## src/rtl/fetch_ctrl.sv

```systemverilog
`default_nettype none
// ------------------------------------------------------------------------
// fetch_ctrl : single-outstanding instruction fetch controller with PC update
// Optional macro FETCH_CTRL_MISALIGN_TRAP_EN redirects misaligned targets.
// Revision 1.0
// ------------------------------------------------------------------------
module fetch_ctrl #(
  parameter logic [31:0] RESET_PC = 32'h0000_0000,
  parameter logic [31:0] TRAP_VEC = 32'h0000_0100
) (
  input  logic        clk,
  input  logic        rst_n,
  input  logic [31:0] imm,
  input  logic [1:0]  cond,
  input  logic [31:0] alu_out,
  input  logic        core_ready,
  output logic        imem_req,
  output logic [31:0] imem_addr,
  input  logic        imem_gnt,
  input  logic        imem_rvalid,
  input  logic [31:0] imem_rdata,
  output logic        instr_valid,
  output logic [31:0] instr,
  output logic [31:0] pc,
  output logic [31:0] pc_plus4,
  output logic        misalign_trap
);

  typedef enum logic [1:0] {
    IDLE  = 2'd0,
    REQ   = 2'd1,
    WAIT  = 2'd2,
    ISSUE = 2'd3
  } state_t;

  state_t      state, state_nxt;
  logic [31:0] pc_nxt;
  logic [31:0] instr_nxt;
  logic [31:0] target;
  logic        target_bad;
  logic [31:0] redirect;
  logic        trap_nxt;

  assign pc_plus4    = pc + 32'd4;
  assign imem_req    = (state == REQ);
  assign imem_addr   = pc;
  assign instr_valid = (state == ISSUE);

  always_comb begin
    target = pc_plus4;
    case (cond)
      2'b00:   target = pc_plus4;
      2'b01:   target = pc + imm;
      default: target = {alu_out[31:1], 1'b0};
    endcase
  end

`ifdef FETCH_CTRL_MISALIGN_TRAP_EN
  assign target_bad = target[1];
`else
  assign target_bad = 1'b0;
`endif

  assign redirect = target_bad ? TRAP_VEC : target;

  always_comb begin
    state_nxt = state;
    pc_nxt    = pc;
    instr_nxt = instr;
    trap_nxt  = 1'b0;
    case (state)
      IDLE: state_nxt = REQ;
      REQ: begin
        if (imem_gnt) state_nxt = WAIT;
      end
      WAIT: begin
        if (imem_rvalid) begin
          state_nxt = ISSUE;
          instr_nxt = imem_rdata;
        end
      end
      ISSUE: begin
        // cond/imm/alu_out are only meaningful on the accepting cycle
        if (core_ready) begin
          state_nxt = REQ;
          pc_nxt    = redirect;
          trap_nxt  = target_bad;
        end
      end
      default: state_nxt = IDLE;
    endcase
  end

  always_ff @(posedge clk or negedge rst_n) begin
    if (!rst_n) begin
      state <= IDLE;
      pc    <= RESET_PC;
      instr <= '0;
    end else begin
      state <= state_nxt;
      pc    <= pc_nxt;
      instr <= instr_nxt;
    end
  end

`ifdef FETCH_CTRL_MISALIGN_TRAP_EN
  logic trap_q;

  always_ff @(posedge clk or negedge rst_n) begin
    if (!rst_n) trap_q <= 1'b0;
    else        trap_q <= trap_nxt;
  end

  assign misalign_trap = trap_q;
`else
  assign misalign_trap = 1'b0;
`endif

endmodule
`default_nettype wire

```

## config.mk

```make
export PLATFORM = sky130hd
export DESIGN_NAME = fetch_ctrl
export DESIGN_NICKNAME = d
export VERILOG_FILES = /design/src/rtl/fetch_ctrl.sv
export SDC_FILE = /design/constraint.sdc
export NUM_CORES = 1
export LEC_CHECK = 0
export BUFFER_PORTS_ARGS = -buffer_cell sky130_fd_sc_hd__buf_2
export CORE_ASPECT_RATIO = 0.75
export CORE_UTILIZATION = 51
export DETAILED_ROUTE_END_ITERATION = 10
export PLACE_DENSITY = 0.95
export REMOVE_ABC_BUFFERS = 1
export SKIP_CTS_REPAIR_TIMING = 1
export SLEW_MARGIN = 20
export SYNTH_ARGS = -nofsm -noshare
export SYNTH_HDL_FRONTEND = slang
export SYNTH_SLANG_ARGS = --single-unit
```

## constraint.sdc

```tcl
create_clock -name clk -period 6 [get_ports clk]
set_clock_uncertainty 0.15 [all_clocks]
set_input_delay 0.9 -clock clk [delete_from_list [all_inputs] [get_ports clk]]
set_output_delay 0.9 -clock clk [all_outputs]
set_load 0.03 [all_outputs]
```

Word-level counts from Yosys, hierarchy flattened:

Index checks and enable logic that the tools add are counted.

* bits in registers: 66
* bits of input ports: 103
* output and inout port bits: 131
* word-level logic and storage cells: 22

* add/sub/neg operators: 2
* eq/ne operators: 7
* muxes and demuxes: 5
* reduce and logical (&&, ||, !) cells: 5

Operator list (count)
* $pmux W32 S2: 1
* $add A32 B3 Y32 const B: 1
* $add A32 B32 Y32: 1
* $pmux W2 S4: 1
* $mux W2: 3
* $eq A2 B1 Y1 const B: 2
* $eq A2 B2 Y1 const B: 2
* $logic_not A2 Y1: 2
* $ne A2 B2 Y1 const B: 2
* $reduce_and A2 Y1: 2
* $reduce_and A3 Y1: 1
* $ne A2 B1 Y1 const B: 1

Longest topological paths before layout:

Gate-level depths: netlist of the first run.

* depth in word-level cells: 3
* depth in mapped cells: 12
* depth with buffers taken out: 12

Least setup slack after synthesis of the first run:

OpenSTA, ideal clock, no wires.

* path type: reg2out
* from: reg pc[4], in the netlist imem_addr[4]
* to: out pc_plus4[31]
* arrival: 2349 ps
* required time: 4950 ps
* slack: 2601 ps
* stages on the path, launching flop included: 9
* path buffers: 1
* cells stage by stage: dfrtp_1 -> and3_1 -> and4_1 -> and3_4 -> and3_1 -> buf_4 -> nand3_4 -> nor2_1 -> xor2_1

* longest elaborated chain between the ends: 1

RTL lines
* from (decl): RTL line 24 `output logic [31:0] pc,`
* from (signal assigned): RTL line 101 `pc <= pc_nxt;`
* $add A32 B3 Y32: RTL line 44 `assign pc_plus4 = pc + 32'd4;`
* to (decl): RTL line 25 `output logic [31:0] pc_plus4,`

Every way passes these cells.

Worst setup path after layout of the first run:

Same ends and word-level chain as after synthesis.

==> metrics.yaml, run 1 <==
outcome:
  status: "finished, final reports clean"
synth:
  synth_area_sq_mm: 0.00554
  netlist.area_leader.share_pct: 29.8
  yosys.area_share.simple_pct: 15.3
  synth_top_area_cell: "dfrtp_1"
  ys_seq_area_share_pct: 29.8
  synth_compound_area_share_pct: 22.1
  synth_warnings: 0
  synthTopCellsByArea: "dfrtp_1, ha_1, mux2_2, buf_4, xnor2_1"
  synthFlopType: "dfrtp_1"
  synth_edf_count: 0
  ys_ff_latch: 66
  synthMuxAreaShare_pct: 8.00
  synth_xor_area_share_pct: 7.91
  synthDistinctLibCells: 68
  synth_cells: 633
  synth-adder-area-share_pct: 8.50
  syn_area_per_cell_sq_um: 8.75
  async_reset_ff_share_pct: 100
  synth_top_family_by_area: "compound AO/OA/AOI/OAI gates"
clock_network:
  cts_htree_levels: 3
  clk_latency_ps: 320
  clock-root-buffer: "clkbuf_16"
  clock-sinks: 66
  cts.clk_slew.worst_paths_ps: 60
  cts_buffer_depth: 2
  cts_buffers: 9
  cts_tree: "built"
timing:
  rsz0062_at_grt: "no"
  max_freq_mhz: 265
  maxSlewViolCount: 0
  min_period_ps: 3770
  setup_viol: 0
  hold_violations: 0
  tightest_slew_ps: 993
  slew-limit-headroom_pct: 33.8
  fin_crit_sh_pct: 62.9
  setup-tns-final_ps: 0
worst_setup_path:
  crit_arrival_ps: 2720
  crit_path_start_kind: "flop"
  worstPathMaxFanout: 8
  end_kind: "output pin"
  required_ps: 4950
  critPathKind: "reg -> out"
route:
  first_pass_iters: 5
  num_vias: 5539
  antenna_left: 0
  viasPerCell: 5.79
  drtIter0Drc: 375
  wl_mm: 16.4
  drc_errors: 0
  wire_per_inst_um: 17.2
grt:
  grt_pass1_wl_mm: 25.8
  antenna_found_initial: 1
  grt_pass1_vias: 5197
  grt_max_degree: 67
  grt_util_all_layers_pct: 29.2
  grt-ovfl-total: 0
die:
  die_h_um: 92.2
  num_rows: 32
  die_x_um: 122
  initial_core_util_pct: 53.2
  dieArea_sq_mm: 0.0113
  ios: 234
  coreArea_sq_mm: 0.0104
place:
  placed_area_sq_mm: 0.00650
  place_hpwl_mm: 12.3
  placed_cells: 941
  io_buffers: 231
  place_congestion: 0.892
cells_and_area:
  final_nets: 956
  layout.cells.non_filler: 957
  syn2layout_area_growth_pct: 23.1
  diodes: 0
  finish.instance_area_sq_mm: 0.00682
  fillers: 860
  drive_gt1_share_pct: 37.1
  mostFrequentLayoutCells: "buf_2, dfrtp_1, nand2_1, a21oi_1, o21ai_0"
  layout_commonest_cell: "buf_2"
power_and_ir_drop:
  p_leak_nw: 3.39
  ir_drop_v: 0.000456
  p_per_area_mw_per_mm2: 650
min_path:
  hp-class: "reg -> reg"
flow_run:
  maxCapViolCount: 0
## routing by layer
| layer | global-route usage [%] | vias to the layer above | routed length [um] |
|---|---|---|---|
| li1 | - | 2629 | - |
| met1 | 38.1 | 2622 | 6960 |
| met2 | 48.5 | 261 | 7910 |
| met3 | 5.29 | 25 | 1220 |
| met4 | 9.45 | 2 | 328 |
| met5 | 0 | - | 12 |
## final timing paths
| kind | start | endpoint | slack (ps) | cells past startpoint |
|---|---|---|---|---|
| max reg2reg | imem_addr[2] | imem_addr[31] | 2720 | 10 |
| max in group asynchronous | rst_n | imem_addr[20] | 4510 | 2 |
| min reg2reg | instr[31] | instr[31] | 350 | 1 |
| min in group asynchronous | rst_n | imem_addr[9] | 620 | 2 |
| min | instr[31] | instr[31] | 350 | 1 |
| max | imem_addr[4] | pc_plus4[31] | 2230 | 8 |
## worst max-delay path, stage by stage (launching register included)
cell and delay [ps]:
dfrtp_1 490, and3_1 240, and4_1 280, and3_4 230, and3_1 350, nand3_4 130
nor2_1 250, xor2_1 190, buf_2 230
## synthesized netlist by cell type, drive strengths merged, types with 2 or more instances
| cell type | instances |
|---|---|
| nor2 | 43 |
| buf | 44 |
| or3 | 5 |
| and4 | 4 |
| nand3 | 21 |
| o211ai | 6 |
| a221o | 5 |
| a21oi | 50 |
| a211oi | 14 |
| nand2b | 6 |
| nand4 | 4 |
| a22oi | 4 |
| inv | 19 |
| a31oi | 10 |
| xor2 | 23 |
| dfrtp | 66 |
| nand2 | 56 |
| a21o | 8 |
| xnor2 | 27 |
| clkbuf | 18 |
| a221oi | 3 |
| o21ai | 49 |
| o22ai | 4 |
| mux2 | 34 |
| o21bai | 3 |
| and3 | 15 |
| ha | 36 |
| a2111oi | 2 |
| o21a | 4 |
| nor2b | 5 |
| mux2i | 6 |
| o31ai | 8 |
| o211a | 2 |
| nor3 | 7 |
| and2 | 6 |
| a2bb2oi | 2 |
## per-stage QoR
stage | util, % | hold slack [ps] | power, mW | setup slack, ps
floorplan | - | 410 | 3.01 | 2380
global placement | 62.4 | 332 | 3.75 | 2310
detailed placement | 62.4 | 337 | 3.83 | 2250
CTS | 65.5 | 351 | 4.42 | 2250
global route | 65.5 | 354 | 4.70 | 2110
finish | 65.5 | 349 | 4.43 | 2230
## flip-flops by register name (all words and copies together), names as in the netlist
signal,count
imem_addr,32
instr,32
state,2
## where the power goes
| group | internal [mW] | leakage, nW | switching (mW) |
|---|---|---|---|
| Clock | 0.363 | 0.151 | 0.205 |
| Combinational | 0.997 | 2.45 | 1.91 |
| Sequential | 0.665 | 0.791 | 0.293 |
## area by class of cell
class / count / area (sq um) / share of cell area [%]
Clock buffer: 9 / 225 / 3.30
Tap cell: 136 / 170 / 2.50
Inverter: 20 / 75.1 / 1.10
Clock inverter: 7 / 93.8 / 1.38
Multi-Input combinational cell: 485 / 3420 / 50.2
Timing Repair Buffer: 234 / 1180 / 17.3
Sequential cell: 66 / 1650 / 24.2
## kinds of logic (layout without fill, tap and decap cells)
kind of cell               Yosys count  count (layout)
buffers and inverters               82             270
adders and majority gates           37              37
muxes                               40              40
xor gates and xnor gates            50              50
AOI/OAI and AO/OA                  184             184
and+or+nand+nor                    173             173
other                                1               1
DFF                                 66              66
No activity file was read; power rests on OpenSTA's default activity.
==> run 2, diff against run 1 <==
--- a/config.mk
+++ b/config.mk
@@ -5,11 +5,12 @@
 export SDC_FILE = /design/constraint.sdc
 export NUM_CORES = 1
 export LEC_CHECK = 0
+export ABC_AREA = 1
 export BUFFER_PORTS_ARGS = -buffer_cell sky130_fd_sc_hd__buf_2
 export CORE_ASPECT_RATIO = 0.75
-export CORE_UTILIZATION = 51
+export CORE_UTILIZATION = 47
 export DETAILED_ROUTE_END_ITERATION = 10
-export PLACE_DENSITY = 0.95
+export PLACE_DENSITY = 0.9
 export REMOVE_ABC_BUFFERS = 1
 export SKIP_CTS_REPAIR_TIMING = 1
 export SLEW_MARGIN = 20
==> constraint.sdc (replaced) <==
create_clock -name clk -period 3.4 [get_ports clk]
set_clock_uncertainty 0.15 [all_clocks]
set_input_delay 0.51 -clock clk [delete_from_list [all_inputs] [get_ports clk]]
set_output_delay 0.51 -clock clk [all_outputs]
set_load 0.03 [all_outputs]
==> run 2 against run 1 <==
Core utilization is 6.5 points lower. Worst hold slack worse by 130 ps. Power grew 110%. Die area rose by 31%. Via count grew 36%. Worst setup slack worse by 1700 ps. Critical path depth grew 3. Synthesized area grew 21%.
==> metrics.yaml, run 2 <==
grt:
  antenna_found_initial: 0  # was 1
  grt_util_all_layers_pct: 30.3  # was 29.2%
  grt-ovfl-total: 0  # unchanged
  grt_pass1_vias: 6956  # was 5197
  grt_pass1_wl_mm: 34.9  # was 25.8 mm
  grt_max_degree: 67  # unchanged
die:
  initial_core_util_pct: 48.5  # was 53.2%
  ios: 234  # unchanged
  num_rows: 37  # was 32
  die_x_um: 140  # was 122 um
  dieArea_sq_mm: 0.0148  # was 0.0113 sq mm
  die_h_um: 105  # was 92.2 um
  coreArea_sq_mm: 0.0138  # was 0.0104 sq mm
place:
  place_hpwl_mm: 17.7  # was 12.3 mm
  placed_area_sq_mm: 0.00780  # was 0.00650 sq mm
  io_buffers: 231  # unchanged
  place_congestion: 0.967  # was 0.892
  placed_cells: 1442  # was 941
clock_network:
  clock-sinks: 66  # unchanged
  cts_htree_levels: 3  # unchanged
  clock-root-buffer: "clkbuf_16"  # unchanged
  cts.clk_slew.worst_paths_ps: 60  # about the same
  cts_buffer_depth: 2  # unchanged
  clk_latency_ps: 330  # was 320 ps
  cts_tree: "built"  # unchanged
  cts_buffers: 9  # unchanged
synth:
  synth_warnings: 0  # unchanged
  yosysMostFrequentCell: "nand2_1"  # was dfrtp_1
  syn_area_per_cell_sq_um: 6.20  # was 8.75 sq um
  synthDistinctLibCells: 40  # was 68
  async_reset_ff_share_pct: 100  # unchanged
  ys_seq_area_share_pct: 24.6  # was 29.8%
  ys_ff_latch: 66  # unchanged
  netlist.area_leader.share_pct: 24.6  # was 29.8%
  yosys-top-cells-count: "nand2_1, inv_1, nor2_1"  # was dfrtp_1, nand2_1, a21oi_1, o21ai_0, nor2_1
  synth_cells: 1083  # was 633
  synth_area_sq_mm: 0.00671  # was 0.00554 sq mm
  synth_top_area_cell: "dfrtp_1"  # unchanged
  synth_edf_count: 0  # unchanged
  synthFlopType: "dfrtp_1"  # unchanged
  synthTopCellsByArea: "dfrtp_1, nand2_1, inv_1, ha_1, nand3_1"  # was dfrtp_1, ha_1, mux2_2, buf_4, xnor2_1
timing:
  hold_violations: 0  # unchanged
  max_freq_mhz: 343
  setup_viol: 0  # unchanged
  setup-tns-final_ps: 0  # unchanged
  tightest_slew_ps: 881  # was 993 ps
  maxSlewViolCount: 0  # unchanged
  fin_crit_sh_pct: 85.7
  slew-limit-headroom_pct: 41.3  # was 33.8%
  min_period_ps: 2910
  rsz0062_at_grt: "no"  # unchanged
worst_setup_path:
  slowest_delay_ps: 530  # was 490 ps
  crit_arrival_ps: 2250  # was 2720 ps
  worstPathMaxFanout: 8  # unchanged
  required_ps: 2740  # was 4950 ps
  cp_slowest_cell: "dfrtp_1"  # unchanged
  crit_buf_inv: 3  # was 1
  critical_path.top_delay_family: "simple AND/OR/NAND/NOR gates"  # unchanged
  worstPathCellList: "ha_1, nand2_1, inv_2, nand2_2, nor2_4, nand2_1, nor2_1, nand2_1, nand2_1, inv_1, buf_2"  # was and3_1, and4_1, and3_4, and3_1, nand3_4, nor2_1, xor2_1, buf_2
  crit_path_start_kind: "flop"  # unchanged
  end_kind: "output pin"  # unchanged
  critPathKind: "reg -> out"  # unchanged
  crit_top_cell: "nand2_1"  # was and3_1
route:
  viasPerCell: 5.17  # was 5.79
  num_vias: 7535  # was 5539
  antenna_left: 0  # unchanged
  wl_mm: 22.1  # was 16.4 mm
  drtIter0Drc: 847  # was 375
  drc_errors: 0  # unchanged
  wire_per_inst_um: 15.2  # was 17.2 um
  first_pass_iters: 5  # unchanged
power_and_ir_drop:
  p_sw_mw: 5.39  # was 2.41 mW
  p_comb_share_pct: 67.7  # was 65.6%
  power.internal_mw: 3.87  # was 2.02 mW
  p_leak_nw: 4.81  # was 3.39 nW
  ir_drop_v: 0.000537  # was 0.000456 V
  switching_share_pct: 58.2  # was 54.3%
  p_per_area_mw_per_mm2: 1130  # was 650 mW/mm^2
  seq_power_share_pct: 19.7  # was 21.6%
  pwr-share-clk_pct: 12.6  # was 12.8%
cells_and_area:
  fillers: 1324  # was 860
  drive_gt1_share_pct: 24.9  # was 37.1%
  mostFrequentLayoutCells: "nand2_1, buf_2, inv_1, nor2_1, nand3_1"  # was buf_2, dfrtp_1, nand2_1, a21oi_1, o21ai_0
  layout.cells.non_filler: 1458  # was 957
  final_nets: 1418  # was 956
  finish.instance_area_sq_mm: 0.00816  # was 0.00682 sq mm
  layout_commonest_cell: "nand2_1"  # was buf_2
  diodes: 0  # unchanged
  syn2layout_area_growth_pct: 21.6  # was 23.1%
outcome:
  status: "finished, final reports clean"  # unchanged
min_path:
  hp-class: "in -> async"  # was reg -> reg
flow_run:
  maxCapViolCount: 0  # unchanged
## run 2: cell types whose count changed in the layout (fill, tap and decap cells not counted), sizes merged, moves of 25 or more
cell / change
nand2: +300
inv: +187
nor2: +59
nand3: +52
o21ai: -30
xnor2: -25
## run 2: metrics by stage
stage | hold WS, ps | worst slack, ps | utilization [%] | power (mW)
final | 217 | 486 | 59.0 | 9.26
after global routing | 255 | 356 | 59.0 | 9.90
after CTS | 252 | 489 | 59.0 | 9.17
after detailed placement | 338 | 760 | 56.3 | 7.97
after global placement | 332 | 809 | 56.3 | 7.83
after floorplan | 64.4 | 675 | - | 6.12
## run 2: final timing paths
path,start,end,slack (ps),depth (start not counted)
max,imem_addr[2],pc_plus4[16],490,11
min,rst_n,instr[19],220,2
min in group clk,imem_rdata[30],instr[30],250,2
max in group asynchronous,rst_n,imem_addr[16],2290,2
max reg2reg,imem_addr[0],imem_addr[22],840,12
min reg2reg,instr[15],instr[15],350,1
## run 2: cell type report
cell class                 instances  area, sq um  area share (%)
clock buffer                      10          229            2.80
clock inverter                     6          138            1.69
inverter                         205          769            9.43
multi-input combinational        759         3960            48.5
sequential                        66         1650            20.2
tap                              175          219            2.68
timing repair buffer             237         1200            14.7
## run 2: power groups by stage
stage | registers (mW) | logic [mW] | clock network, mW
2_1_floorplan | 2.78 | 3.35 | 0
3_3_place_gp | 1.77 | 6.07 | 0
3_5_place_dp | 1.81 | 6.17 | 0
4_1_cts | 1.79 | 6.20 | 1.18
5_1_grt | 1.86 | 6.83 | 1.21
6_report | 1.82 | 6.27 | 1.17
## run 2: layer usage
layer / GRT usage [%] / wire length [um] / vias up
li1: - / - / 3726
met3: 3.86 / 2080 / 40
met4: 8.87 / 459 / 0
met5: 0 / 0 / -
met1: 43.3 / 9960 / 3381
met2: 47.8 / 9610 / 388
## run 2: worst reg2reg max path: cells and delay by family, from the launching register on
kind                       cells  cell delay (ps)
AOI/OAI and AO/OA              1              210
adders and majority gates      2              630
buffers and inverters          2              180
DFF                            1              390
and+or+nand+nor                7              910
## run 2: cell families (layout without fill, tap and decap cells)
logic type               after synthesis  count (layout)  share of synthesized area [%]
AND/OR/NAND/NOR                      571             571                           35.8
buffers and inverters                258             458                           16.4
flip-flops                            66              66                           24.6
other                                  1               1                         0.0559
AO/OA/AOI/OAI                        106             106                           9.06
multiplexers                          32              32                           5.37
adder cells (fa/ha/maj)               37              37                           7.01
XOR/XNOR                              12              12                           1.68
==> run 3, diff against run 2 <==
--- a/config.mk
+++ b/config.mk
@@ -7,10 +7,12 @@
 export LEC_CHECK = 0
 export ABC_AREA = 1
 export BUFFER_PORTS_ARGS = -buffer_cell sky130_fd_sc_hd__buf_2
+export CELL_PAD_IN_SITES_DETAIL_PLACEMENT = 1
+export CELL_PAD_IN_SITES_GLOBAL_PLACEMENT = 1
 export CORE_ASPECT_RATIO = 0.75
-export CORE_UTILIZATION = 47
+export CORE_UTILIZATION = 31
 export DETAILED_ROUTE_END_ITERATION = 10
-export PLACE_DENSITY = 0.9
+export PLACE_DENSITY = 0.89
 export REMOVE_ABC_BUFFERS = 1
 export SKIP_CTS_REPAIR_TIMING = 1
 export SLEW_MARGIN = 20
==> run 3 against run 2 <==
Worst hold slack got worse by 210 ps. Global-route usage decreased by 6.5 points. Register-to-register slack got worse by 70 ps. Cell count increased by 7.8%. Combinational power increased by 3%. Worst setup slack got worse by 92 ps. Die area increased by 51%. Power increased by 0.78%. Cell area increased by 1.3%. Sequential power about the same. Critical path type unchanged. Critical endpoint is now pc_plus4[14]. Largest power group unchanged.
==> metrics.yaml, run 3 (same netlist as run 2, synthesis figures left out) <==
outcome:
  status: "finished, final reports clean"  # unchanged
place:
  place_hpwl_mm: 22.0  # was 17.7 mm
  pre_cts_ws_ps: 677  # was 760 ps
  io_buffers: 231  # unchanged
  place_congestion: 0.903  # was 0.967
route:
  wl_mm: 26.5  # was 22.1 mm
  first_pass_iters: 5  # unchanged
  wire_per_inst_um: 16.9  # was 15.2 um
  wl_met1_mm: 12.1  # was 9.96 mm
  antenna_left: 0  # unchanged
  top_layer: "met4"  # unchanged
  dr_wl_met2_mm: 12.2  # was 9.61 mm
  drc_errors: 0  # unchanged
  num_vias: 7739  # was 7535
  met3WireLength_mm: 1.49  # was 2.08 mm
  viasPerCell: 4.92  # was 5.17
  drtIter0Drc: 507  # was 847
worst_setup_path:
  reg2reg_slack_ps: 770  # was 840 ps
  r2r_end: "imem_addr[16]"  # was imem_addr[22]
  end_kind: "output pin"  # unchanged
  crit_top_cell: "nand2_1"  # unchanged
  worstPathCellList: "ha_1, nand2_1, inv_2, nand2_2, nor2_4, nand2_1, xor2_1, buf_2"  # was ha_1, nand2_1, inv_2, nand2_2, nor2_4, nand2_1, nor2_1, nand2_1, nand2_1, inv_1, buf_2
  worstPathMaxFanout: 8  # unchanged
  reg2reg_from: "imem_addr[0]"  # unchanged
  critPathKind: "reg -> out"  # unchanged
  required_ps: 2740  # about the same
  crit_buf_inv: 2  # was 3
  slowest_delay_ps: 530  # about the same
  crit_path_start_kind: "flop"  # unchanged
  crit_arrival_ps: 2350  # was 2250 ps
  cp_slowest_cell: "dfrtp_1"  # unchanged
  critical_path.top_delay_family: "flip-flops"  # was simple AND/OR/NAND/NOR gates
  rr_worst_depth: 14  # was 12
grt:
  grt_pass1_wl_mm: 40.6  # was 34.9 mm
  grt_pass1_vias: 7764  # was 6956
  grt_max_degree: 41  # was 67
  grt-ovfl-total: 0  # unchanged
  grt_util_all_layers_pct: 23.8  # was 30.3%
  antenna_found_initial: 0  # unchanged
die:
  die_x_um: 172  # was 140 um
  dieArea_sq_mm: 0.0222  # was 0.0148 sq mm
  coreArea_sq_mm: 0.0212  # was 0.0138 sq mm
  ios: 234  # unchanged
  num_rows: 46  # was 37
  die_h_um: 129  # was 105 um
  initial_core_util_pct: 31.7  # was 48.5%
min_path:
  hp-class: "in -> async"  # unchanged
timing:
  setup_viol: 0  # unchanged
  hold_violations: 0  # unchanged
  maxSlewViolCount: 0  # unchanged
  tightest_slew_ps: 891  # was 881 ps
  slew-limit-headroom_pct: 40.5  # was 41.3%
  fin_crit_sh_pct: 88.4  # was 85.7%
  finalWorstSetupSlack_ps: 394  # was 486 ps
  max_freq_mhz: 333  # was 343 MHz
  setup-tns-final_ps: 0  # unchanged
  rsz0062_at_grt: "no"  # unchanged
  min_period_ps: 3010  # was 2910 ps
cells_and_area:
  final_nets: 1419  # was 1418
  drive_gt1_share_pct: 25.2  # was 24.9%
  syn2layout_area_growth_pct: 23.3  # was 21.6%
  mostFrequentLayoutCells: "nand2_1, buf_2, inv_1, nor2_1, nand3_1"  # unchanged
  layout_commonest_cell: "nand2_1"  # unchanged
  diodes: 0  # unchanged
  fillers: 2891  # was 1324
power_and_ir_drop:
  ir_drop_v: 0.000377  # was 0.000537 V
  p_leak_nw: 4.79  # was 4.81 nW
  p_per_area_mw_per_mm2: 1130  # about the same
  power_mw: 9.33  # was 9.26 mW
clock_network:
  clock-sinks: 66  # unchanged
  clock-root-buffer: "clkbuf_16"  # unchanged
  cts.clk_slew.worst_paths_ps: 60  # about the same
  clk_latency_ps: 340  # was 330 ps
  cts_htree_levels: 3  # unchanged
  cts_buffers: 9  # unchanged
  cts_buffer_depth: 2  # unchanged
  cts_tree: "built"  # unchanged
flow_run:
  maxCapViolCount: 0  # unchanged
## run 3: cell count changes in the layout (fill, tap and decap cells not counted)
| cell | before | now |
|---|---|---|
| clkinv_2 | 0 | 1 |
| inv_6 | 1 | 2 |
| nor2_2 | 4 | 5 |
| clkinvlp_4 | 0 | 1 |
| buf_4 | 6 | 7 |
| bufinv_16 | 4 | 2 |
| nor2_1 | 96 | 95 |
| clkbuf_1 | 1 | 0 |
## run 3: cell type report
| type | instances | area [sq um] | share of cell area (%) |
|---|---|---|---|
| clock inverter | 7 | 98.8 | 1.19 |
| timing repair buffer | 238 | 1210 | 14.6 |
| tap | 288 | 360 | 4.36 |
| inverter | 205 | 769 | 9.30 |
| multi-input combinational | 759 | 3960 | 47.9 |
| sequential | 66 | 1650 | 20.0 |
| clock buffer | 9 | 225 | 2.72 |
## run 3: worst reg2reg max path, delay by kind of cell (launching register included)
family / cells / cell delay, ps
adder cells (fa/ha/maj): 2 / 640
flip-flops: 1 / 410
AND/OR/NAND/NOR: 8 / 870
buffers and inverters: 3 / 270
AO/OA/AOI/OAI: 1 / 200
## run 3: metal layers
metal,up-vias,global-route usage (%)
li1,3729,-
met5,-,0
met3,42,2.75
met2,261,39.4
met4,0,7.76
met1,3707,32.3
## run 3: power by group
| group | leakage (nW) | switching, mW | total, mW | internal (mW) |
|---|---|---|---|---|
| clock | 0.156 | 0.396 | 1.04 | 0.648 |
| combinational | 3.87 | 4.54 | 6.44 | 1.90 |
| sequential | 0.765 | 0.671 | 1.85 | 1.18 |
## run 3: metrics by stage
| stage | utilization (%) | area, sq um | cells | hold slack (ps) |
|---|---|---|---|---|
| floorplan | - | 6380 | 1030 | 64.4 |
| global placement | 37.5 | 7950 | 1556 | 333 |
| detailed placement | 37.5 | 7950 | 1556 | 339 |
| CTS | 39.1 | 8270 | 1572 | 13.0 |
| global route | 39.1 | 8270 | 1572 | 40.4 |
| finish | 39.1 | 8270 | 1572 | 6.77 |
## run 3: worst max-delay path by stage
stage | startpoint | endpoint | slack, ps | cells after the start
6_report | imem_addr[2] | pc_plus4[14] | 390 | 8
5_1_grt | imem_addr[2] | pc_plus4[16] | 250 | 11
4_1_cts | imem_addr[2] | pc_plus4[14] | 380 | 8
3_5_place_dp | imm[0] | imem_addr[16] | 680 | 15
3_3_place_gp | imem_addr[2] | pc_plus4[14] | 780 | 8
2_1_floorplan | imem_addr[2] | pc_plus4[14] | 670 | 7
